[src/rtl/rf_wb_arbiter_if.sv]
// rf_wb_arbiter_if: writeback requester, hazard-tap and reg_file write-port bundle
interface rf_wb_arbiter_if #(parameter int ADDR_W = 6, DATA_W = 64, DEPTH = 2);
  localparam int NW = $clog2(2 * DEPTH + 1) + 1;
  logic              req0_valid;
  logic [ADDR_W-1:0] req0_addr;
  logic [DATA_W-1:0] req0_data;
  logic              req0_ready;
  logic              req1_valid;
  logic [ADDR_W-1:0] req1_addr;
  logic [DATA_W-1:0] req1_data;
  logic              req1_ready;
  logic [ADDR_W-1:0] addr_r1;
  logic [ADDR_W-1:0] addr_r2;
  logic              hz_r1;
  logic              hz_r2;
  logic              wr_en;
  logic [ADDR_W-1:0] in_addr;
  logic [DATA_W-1:0] in_data;
  logic [NW-1:0]     pending;
  modport master (
    output req0_valid, req0_addr, req0_data, req1_valid, req1_addr, req1_data, addr_r1, addr_r2,
    input  req0_ready, req1_ready, hz_r1, hz_r2, wr_en, in_addr, in_data, pending
  );
  modport slave (
    input  req0_valid, req0_addr, req0_data, req1_valid, req1_addr, req1_data, addr_r1, addr_r2,
    output req0_ready, req1_ready, hz_r1, hz_r2, wr_en, in_addr, in_data, pending
  );
endinterface

[src/rtl/rf_wb_arbiter.sv]
// rf_wb_arbiter: two buffered writeback requesters round-robin onto one reg_file write port with RAW hazard flags
module rf_wb_arbiter #(parameter int ADDR_W = 6, DATA_W = 64, DEPTH = 2) (
  input logic            clk,
  input logic            rst,
  rf_wb_arbiter_if.slave bus
);
  localparam int PW = $clog2(DEPTH);
  localparam int CW = $clog2(DEPTH + 1);
  localparam int NW = $clog2(2 * DEPTH + 1) + 1;
  logic [ADDR_W-1:0] r_addr [2][DEPTH];
  logic [DATA_W-1:0] r_data [2][DEPTH];
  logic [PW-1:0]     r_wp [2];
  logic [PW-1:0]     r_rp [2];
  logic [CW-1:0]     r_cnt [2];
  logic              r_last;
  logic              r_wr_en;
  logic [ADDR_W-1:0] r_in_addr;
  logic [DATA_W-1:0] r_in_data;
  logic [NW-1:0]     r_pending;
  logic [1:0]        w_valid, w_ready, w_push, w_ne, w_gnt;
  logic [ADDR_W-1:0] w_addr [2];
  logic [DATA_W-1:0] w_data [2];
  logic [CW-1:0]     w_cnt_nxt [2];
  logic [ADDR_W-1:0] w_head_addr;
  logic [DATA_W-1:0] w_head_data;
  logic              w_hz1, w_hz2, w_slot;
  assign w_valid = {bus.req1_valid, bus.req0_valid};
  assign w_addr[0] = bus.req0_addr;
  assign w_addr[1] = bus.req1_addr;
  assign w_data[0] = bus.req0_data;
  assign w_data[1] = bus.req1_data;
  always_comb begin
    for (int n = 0; n < 2; n++) begin
      w_ready[n]   = r_cnt[n] < CW'(DEPTH);
      w_push[n]    = w_valid[n] && w_ready[n];
      w_ne[n]      = r_cnt[n] != '0;
    end
    // r_last holds the most recent winner; on a tie the other side goes next
    w_gnt[0] = w_ne[0] && (!w_ne[1] || r_last);
    w_gnt[1] = w_ne[1] && (!w_ne[0] || !r_last);
    for (int n = 0; n < 2; n++)
      w_cnt_nxt[n] = r_cnt[n] + CW'(w_push[n]) - CW'(w_gnt[n]);
    w_head_addr = w_gnt[1] ? r_addr[1][r_rp[1]] : r_addr[0][r_rp[0]];
    w_head_data = w_gnt[1] ? r_data[1][r_rp[1]] : r_data[0][r_rp[0]];
  end
  always_comb begin
    w_hz1  = r_wr_en && r_in_addr == bus.addr_r1;
    w_hz2  = r_wr_en && r_in_addr == bus.addr_r2;
    w_slot = 1'b0;
    // a slot is live when its distance from the read pointer is below the count
    for (int n = 0; n < 2; n++)
      for (int j = 0; j < DEPTH; j++) begin
        w_slot = CW'(PW'(PW'(j) - r_rp[n])) < r_cnt[n];
        w_hz1  = w_hz1 | (w_slot && r_addr[n][j] == bus.addr_r1);
        w_hz2  = w_hz2 | (w_slot && r_addr[n][j] == bus.addr_r2);
      end
  end
  always_ff @(posedge clk) begin
    if (rst) begin
      for (int n = 0; n < 2; n++) begin
        r_wp[n]  <= '0;
        r_rp[n]  <= '0;
        r_cnt[n] <= '0;
      end
      r_last    <= 1'b1;
      r_wr_en   <= 1'b0;
      r_in_addr <= '0;
      r_in_data <= '0;
      r_pending <= '0;
    end else begin
      for (int n = 0; n < 2; n++) begin
        if (w_push[n]) begin
          r_addr[n][r_wp[n]] <= w_addr[n];
          r_data[n][r_wp[n]] <= w_data[n];
          r_wp[n]            <= r_wp[n] + 1'b1;
        end
        if (w_gnt[n]) r_rp[n] <= r_rp[n] + 1'b1;
        r_cnt[n] <= w_cnt_nxt[n];
      end
      if (|w_gnt) begin
        r_last    <= w_gnt[1];
        r_in_addr <= w_head_addr;
        r_in_data <= w_head_data;
      end
      r_wr_en   <= |w_gnt;
      r_pending <= NW'(w_cnt_nxt[0]) + NW'(w_cnt_nxt[1]) + NW'(|w_gnt);
    end
  end
  assign bus.req0_ready = w_ready[0];
  assign bus.req1_ready = w_ready[1];
  assign bus.hz_r1      = w_hz1;
  assign bus.hz_r2      = w_hz2;
  assign bus.wr_en      = r_wr_en;
  assign bus.in_addr    = r_in_addr;
  assign bus.in_data    = r_in_data;
  assign bus.pending    = r_pending;
endmodule
[src/flat_wrapper.sv]
// flat-port wrapper written by rule: the top's interface ports become plain ports
module rf_wb_arbiter_flat 
#(parameter int ADDR_W = 6, DATA_W = 64, DEPTH = 2)
  (clk, rst, bus_req0_valid, bus_req0_addr, bus_req0_data, bus_req1_valid, bus_req1_addr, bus_req1_data, bus_addr_r1, bus_addr_r2, bus_req0_ready, bus_req1_ready, bus_hz_r1, bus_hz_r2, bus_wr_en, bus_in_addr, bus_in_data, bus_pending);
  rf_wb_arbiter_if #(.ADDR_W(ADDR_W), .DATA_W(DATA_W), .DEPTH(DEPTH)) bus_i ();
  input logic clk;
  input logic rst;
  input wire logic [$bits(bus_i.req0_valid)-1:0] bus_req0_valid;
  input wire logic [$bits(bus_i.req0_addr)-1:0] bus_req0_addr;
  input wire logic [$bits(bus_i.req0_data)-1:0] bus_req0_data;
  input wire logic [$bits(bus_i.req1_valid)-1:0] bus_req1_valid;
  input wire logic [$bits(bus_i.req1_addr)-1:0] bus_req1_addr;
  input wire logic [$bits(bus_i.req1_data)-1:0] bus_req1_data;
  input wire logic [$bits(bus_i.addr_r1)-1:0] bus_addr_r1;
  input wire logic [$bits(bus_i.addr_r2)-1:0] bus_addr_r2;
  output wire logic [$bits(bus_i.req0_ready)-1:0] bus_req0_ready;
  output wire logic [$bits(bus_i.req1_ready)-1:0] bus_req1_ready;
  output wire logic [$bits(bus_i.hz_r1)-1:0] bus_hz_r1;
  output wire logic [$bits(bus_i.hz_r2)-1:0] bus_hz_r2;
  output wire logic [$bits(bus_i.wr_en)-1:0] bus_wr_en;
  output wire logic [$bits(bus_i.in_addr)-1:0] bus_in_addr;
  output wire logic [$bits(bus_i.in_data)-1:0] bus_in_data;
  output wire logic [$bits(bus_i.pending)-1:0] bus_pending;
  assign bus_i.req0_valid = bus_req0_valid;
  assign bus_i.req0_addr = bus_req0_addr;
  assign bus_i.req0_data = bus_req0_data;
  assign bus_i.req1_valid = bus_req1_valid;
  assign bus_i.req1_addr = bus_req1_addr;
  assign bus_i.req1_data = bus_req1_data;
  assign bus_i.addr_r1 = bus_addr_r1;
  assign bus_i.addr_r2 = bus_addr_r2;
  assign bus_req0_ready = bus_i.req0_ready;
  assign bus_req1_ready = bus_i.req1_ready;
  assign bus_hz_r1 = bus_i.hz_r1;
  assign bus_hz_r2 = bus_i.hz_r2;
  assign bus_wr_en = bus_i.wr_en;
  assign bus_in_addr = bus_i.in_addr;
  assign bus_in_data = bus_i.in_data;
  assign bus_pending = bus_i.pending;
  rf_wb_arbiter #(.ADDR_W(ADDR_W), .DATA_W(DATA_W), .DEPTH(DEPTH)) u_core (.clk(clk), .rst(rst), .bus(bus_i));
endmodule
[config.mk]
export PLATFORM = sky130hd
export DESIGN_NAME = rf_wb_arbiter_flat
export DESIGN_NICKNAME = d
export VERILOG_FILES = /design/src/rtl/rf_wb_arbiter_if.sv /design/src/rtl/rf_wb_arbiter.sv /design/src/flat_wrapper.sv
export SDC_FILE = /design/constraint.sdc
export NUM_CORES = 1
export LEC_CHECK = 0
export CORE_ASPECT_RATIO = 1.2
export CORE_MARGIN = 2
export CORE_UTILIZATION = 50
export CTS_BUF_LIST = sky130_fd_sc_hd__clkbuf_2 sky130_fd_sc_hd__clkbuf_4 sky130_fd_sc_hd__clkbuf_8
export DETAILED_ROUTE_END_ITERATION = 10
export HOLD_SLACK_MARGIN = 0.1
export PLACE_DENSITY = 0.74
export SLEW_MARGIN = 15
export SYNTH_ARGS = -nofsm -noshare
export SYNTH_HDL_FRONTEND = slang
export SYNTH_SLANG_ARGS = --single-unit
[constraint.sdc]
create_clock -name clk -period 7.76 [get_ports clk]
set_input_delay 1.552 -clock clk [delete_from_list [all_inputs] [get_ports clk]]
set_output_delay 1.552 -clock clk [all_outputs]
set_load 0.05 [all_outputs]
==> results.cfg <==
[sta]
fin_skew_ps = 19.1
finalSetupViolCount = 0
hold_viol_final = 0
slew-limit-headroom_pct = 28.8
fin_hold_ws_ps = 459
worst_pin_slew_ps = 1070
rsz0062_at_grt = false
fin_ws_ps = 2360
fin_crit_ps = 5400
drv_slew = 0
finalCritPeriodShare_pct = 69.5
fmax_mhz = 185
setup_tns_ps = 0

[detailed_routing]
routed_wl_um = 33900
drc = 0
initialDrtViolationCount = 496
via_count = 8882
wl_per_cell_um = 20.2
ant_nets = 0
dr.pass1.iters = 4
via_per_inst = 5.30

[setup_path]
start_kind = input pin
r2r_start = u_core.r_cnt[0][3]
r2r-end = u_core.bus.pending[1]
path_class = in -> out
rr_worst_depth = 7
crit_path_end_kind = primary output
cp_data_arrival_time_ps = 3840
critical_path_required_ps = 6210
r2r_slack_ps = 4370
worstPathMaxFanout = 5

[synthesis]
syn_avg_cell_area_um2 = 15.3
netlist_instances = 996
netlist_area_um2 = 15200
synth-warning-count = 0
ys_seq_elements = 364
syn-num-nets = 1159
ys_types = 40
yosysSeqAreaShare_pct = 66.6

[clocking]
cts_max_path_buffers = 3
htreeDepth = 2
cts_setup_buffers = 0
tritoncts = done
ctsHoldBuffers = 0
postCtsResizedCells = 0
clk_pin_slew_ps = 60
clock_latency_ps = 590
cts_buffers = 55
root_buffer = clkbuf_8
clock_sinks = 364

[floorplan]
io-pin-count = 235
rows = 69
die_x_um = 163
dieArea_um2 = 31800
core_area_um2 = 29800
die_height_um = 195
start_util_pct = 51.0

[hold_path]
whs_path_depth = 2
hp-start = u_core.bus.in_data[24]
hp-class = reg -> reg
holdPathEnd = u_core.bus.in_data[24]

[status]
status = complete, no violations

[place]
io_buffers = 234
gp_congestion = 0.922
dp_hpwl_um = 21200
place_ws_ps = 2380

[global_route]
track_usage_pct = 21.3
grt_max_degree = 76
grt_pass1_vias = 9433
antenna_found_initial = 2
grt_pass1_wl_um = 51700
overflow = 0

[final_layout]
area_growth_pct = 24.5
fill_cells = 2233
fin_nets = 1399
drive_above_1_share_pct = 28.2

[power_and_ir_drop]
peakVddDrop_mv = 0.290
power_density_nw_per_um2 = 350
power_mw = 6.62
leakage_nw = 6.37

[job]
cap_viol_max_count = 0
[critical path: stages]
cell and delay (ps):
clkdlybuf4s50_1 640, xnor2_1 160, nand4_1 110, or4_1 520, nand2_1 70, clkdlybuf4s50_1 790
[per-stage QoR]
stage	instances	utilization (%)	cell area, um2
2_1_floorplan	996	-	15200
3_3_place_gp	1569	59.6	17800
3_5_place_dp	1569	59.6	17800
4_1_cts	1673	63.5	18900
5_1_grt	1675	63.5	18900
6_report	1675	63.5	18900
[per-layer routing]
| metal | track usage (%) | wire length (um) | share of wire, % | vias up |
|---|---|---|---|---|
| met5 | 0 | 0 | 0 | - |
| met4 | 9.24 | 1240 | 3.7 | 0 |
| met3 | 4.33 | 1650 | 4.9 | 75 |
| met2 | 38.0 | 17800 | 53 | 267 |
| met1 | 24.5 | 13200 | 39 | 4370 |
| li1 | - | - | - | 4170 |
[worst max-delay path by stage]
stage | from | to | slack, ps
2_1_floorplan | rst | u_core.r_addr[0][12] | 50
3_3_place_gp | bus_addr_r2[2] | bus_hz_r2 | 2370
3_5_place_dp | bus_addr_r2[3] | bus_hz_r2 | 2380
4_1_cts | bus_addr_r2[3] | bus_hz_r2 | 2360
5_1_grt | bus_addr_r2[3] | bus_hz_r2 | 2270
6_report | bus_addr_r2[2] | bus_hz_r2 | 2360
[layout make-up]
cell class                 count  area, um2  share of cell area (%)
timing repair buffer         251       2470                    13.0
tap                          390        488                    2.58
multi-input combinational    554       4630                    24.5
clock buffer                  85       1040                    5.49
clock inverter                19        125                   0.661
sequential                   364      10100                    53.5
inverter                      10       40.0                   0.212
antenna                        2       5.00                  0.0264
[registers in the layout (all words and copies together) (netlist names)]
| signal | count |
|---|---|
| u_core.bus.wr_en | 1 |
| u_core.r_cnt | 4 |
| u_core.r_rp | 2 |
| u_core.bus.pending | 4 |
| u_core.r_last | 1 |
| u_core.bus.in_addr | 6 |
| u_core.r_wp | 2 |
| u_core.bus.in_data | 64 |
| u_core.r_data | 256 |
| u_core.r_addr | 24 |
[power by group]
group	switching, mW	internal [mW]
sequential	0.166	2.38
clock	0.714	0.890
combinational	1.55	0.926
[placed cells by master (no fill, tap or decap), types with 19 or more instances in the layout]
master / instances
mux2_2: 70
xnor2_1: 36
nand2_2: 19
clkbuf_4: 21
clkbuf_8: 64
a21oi_2: 70
o211ai_2: 70
nand2_1: 126
mux2i_1: 70
dfxtp_1: 80
xor2_1: 28
clkdlybuf4s50_1: 233
edfxtp_1: 284
[cell usage after synthesis]
cell type	n	area share (%)
or4_1	1	0.049
xor2_1	28	1.6
nor2_4	1	0.074
buf_12	1	0.13
xnor2_1	36	2.1
nor3_1	6	0.20
fa_1	1	0.13
edfxtp_1	284	56
buf_4	8	0.40
a21oi_1	3	0.099
nand2_2	19	0.78
nand2_1	126	3.1
nor2_8	1	0.13
or2_1	2	0.082
a41oi_1	1	0.058
ha_1	6	0.49
o21a_1	1	0.049
nand4_1	10	0.41
o21ai_1	1	0.033
nor4b_1	1	0.058
inv_1	7	0.17
a21o_1	1	0.049
mux2_2	70	5.2
or3_1	1	0.041
buf_8	6	0.59
nor4_2	1	0.082
nor3b_1	2	0.099
buf_2	36	1.2
buf_6	3	0.22
clkbuf_1	14	0.35
nor2_1	8	0.20
nor2b_1	4	0.16
nor4_1	10	0.41
inv_2	3	0.074
or2_2	2	0.082
a21oi_2	70	4.0
mux2i_1	70	4.6
dfxtp_1	80	11
o21a_4	1	0.099
o211ai_2	70	5.8
[cell families (layout without fill, tap and decap cells)]
group | count (synthesis) | count (layout) | synth area share, %
adder cells (fa/ha/maj) | 7 | 7 | 0.625
flip-flops | 364 | 364 | 66.6
AO/OA/AOI/OAI | 148 | 148 | 10.2
AND/OR/NAND/NOR | 195 | 195 | 5.97
buffers and inverters | 78 | 365 | 3.12
other | 0 | 2 | 0
multiplexers | 140 | 140 | 9.79
XOR/XNOR | 64 | 64 | 3.69
Note: power is estimated with default switching activity, not from simulation.
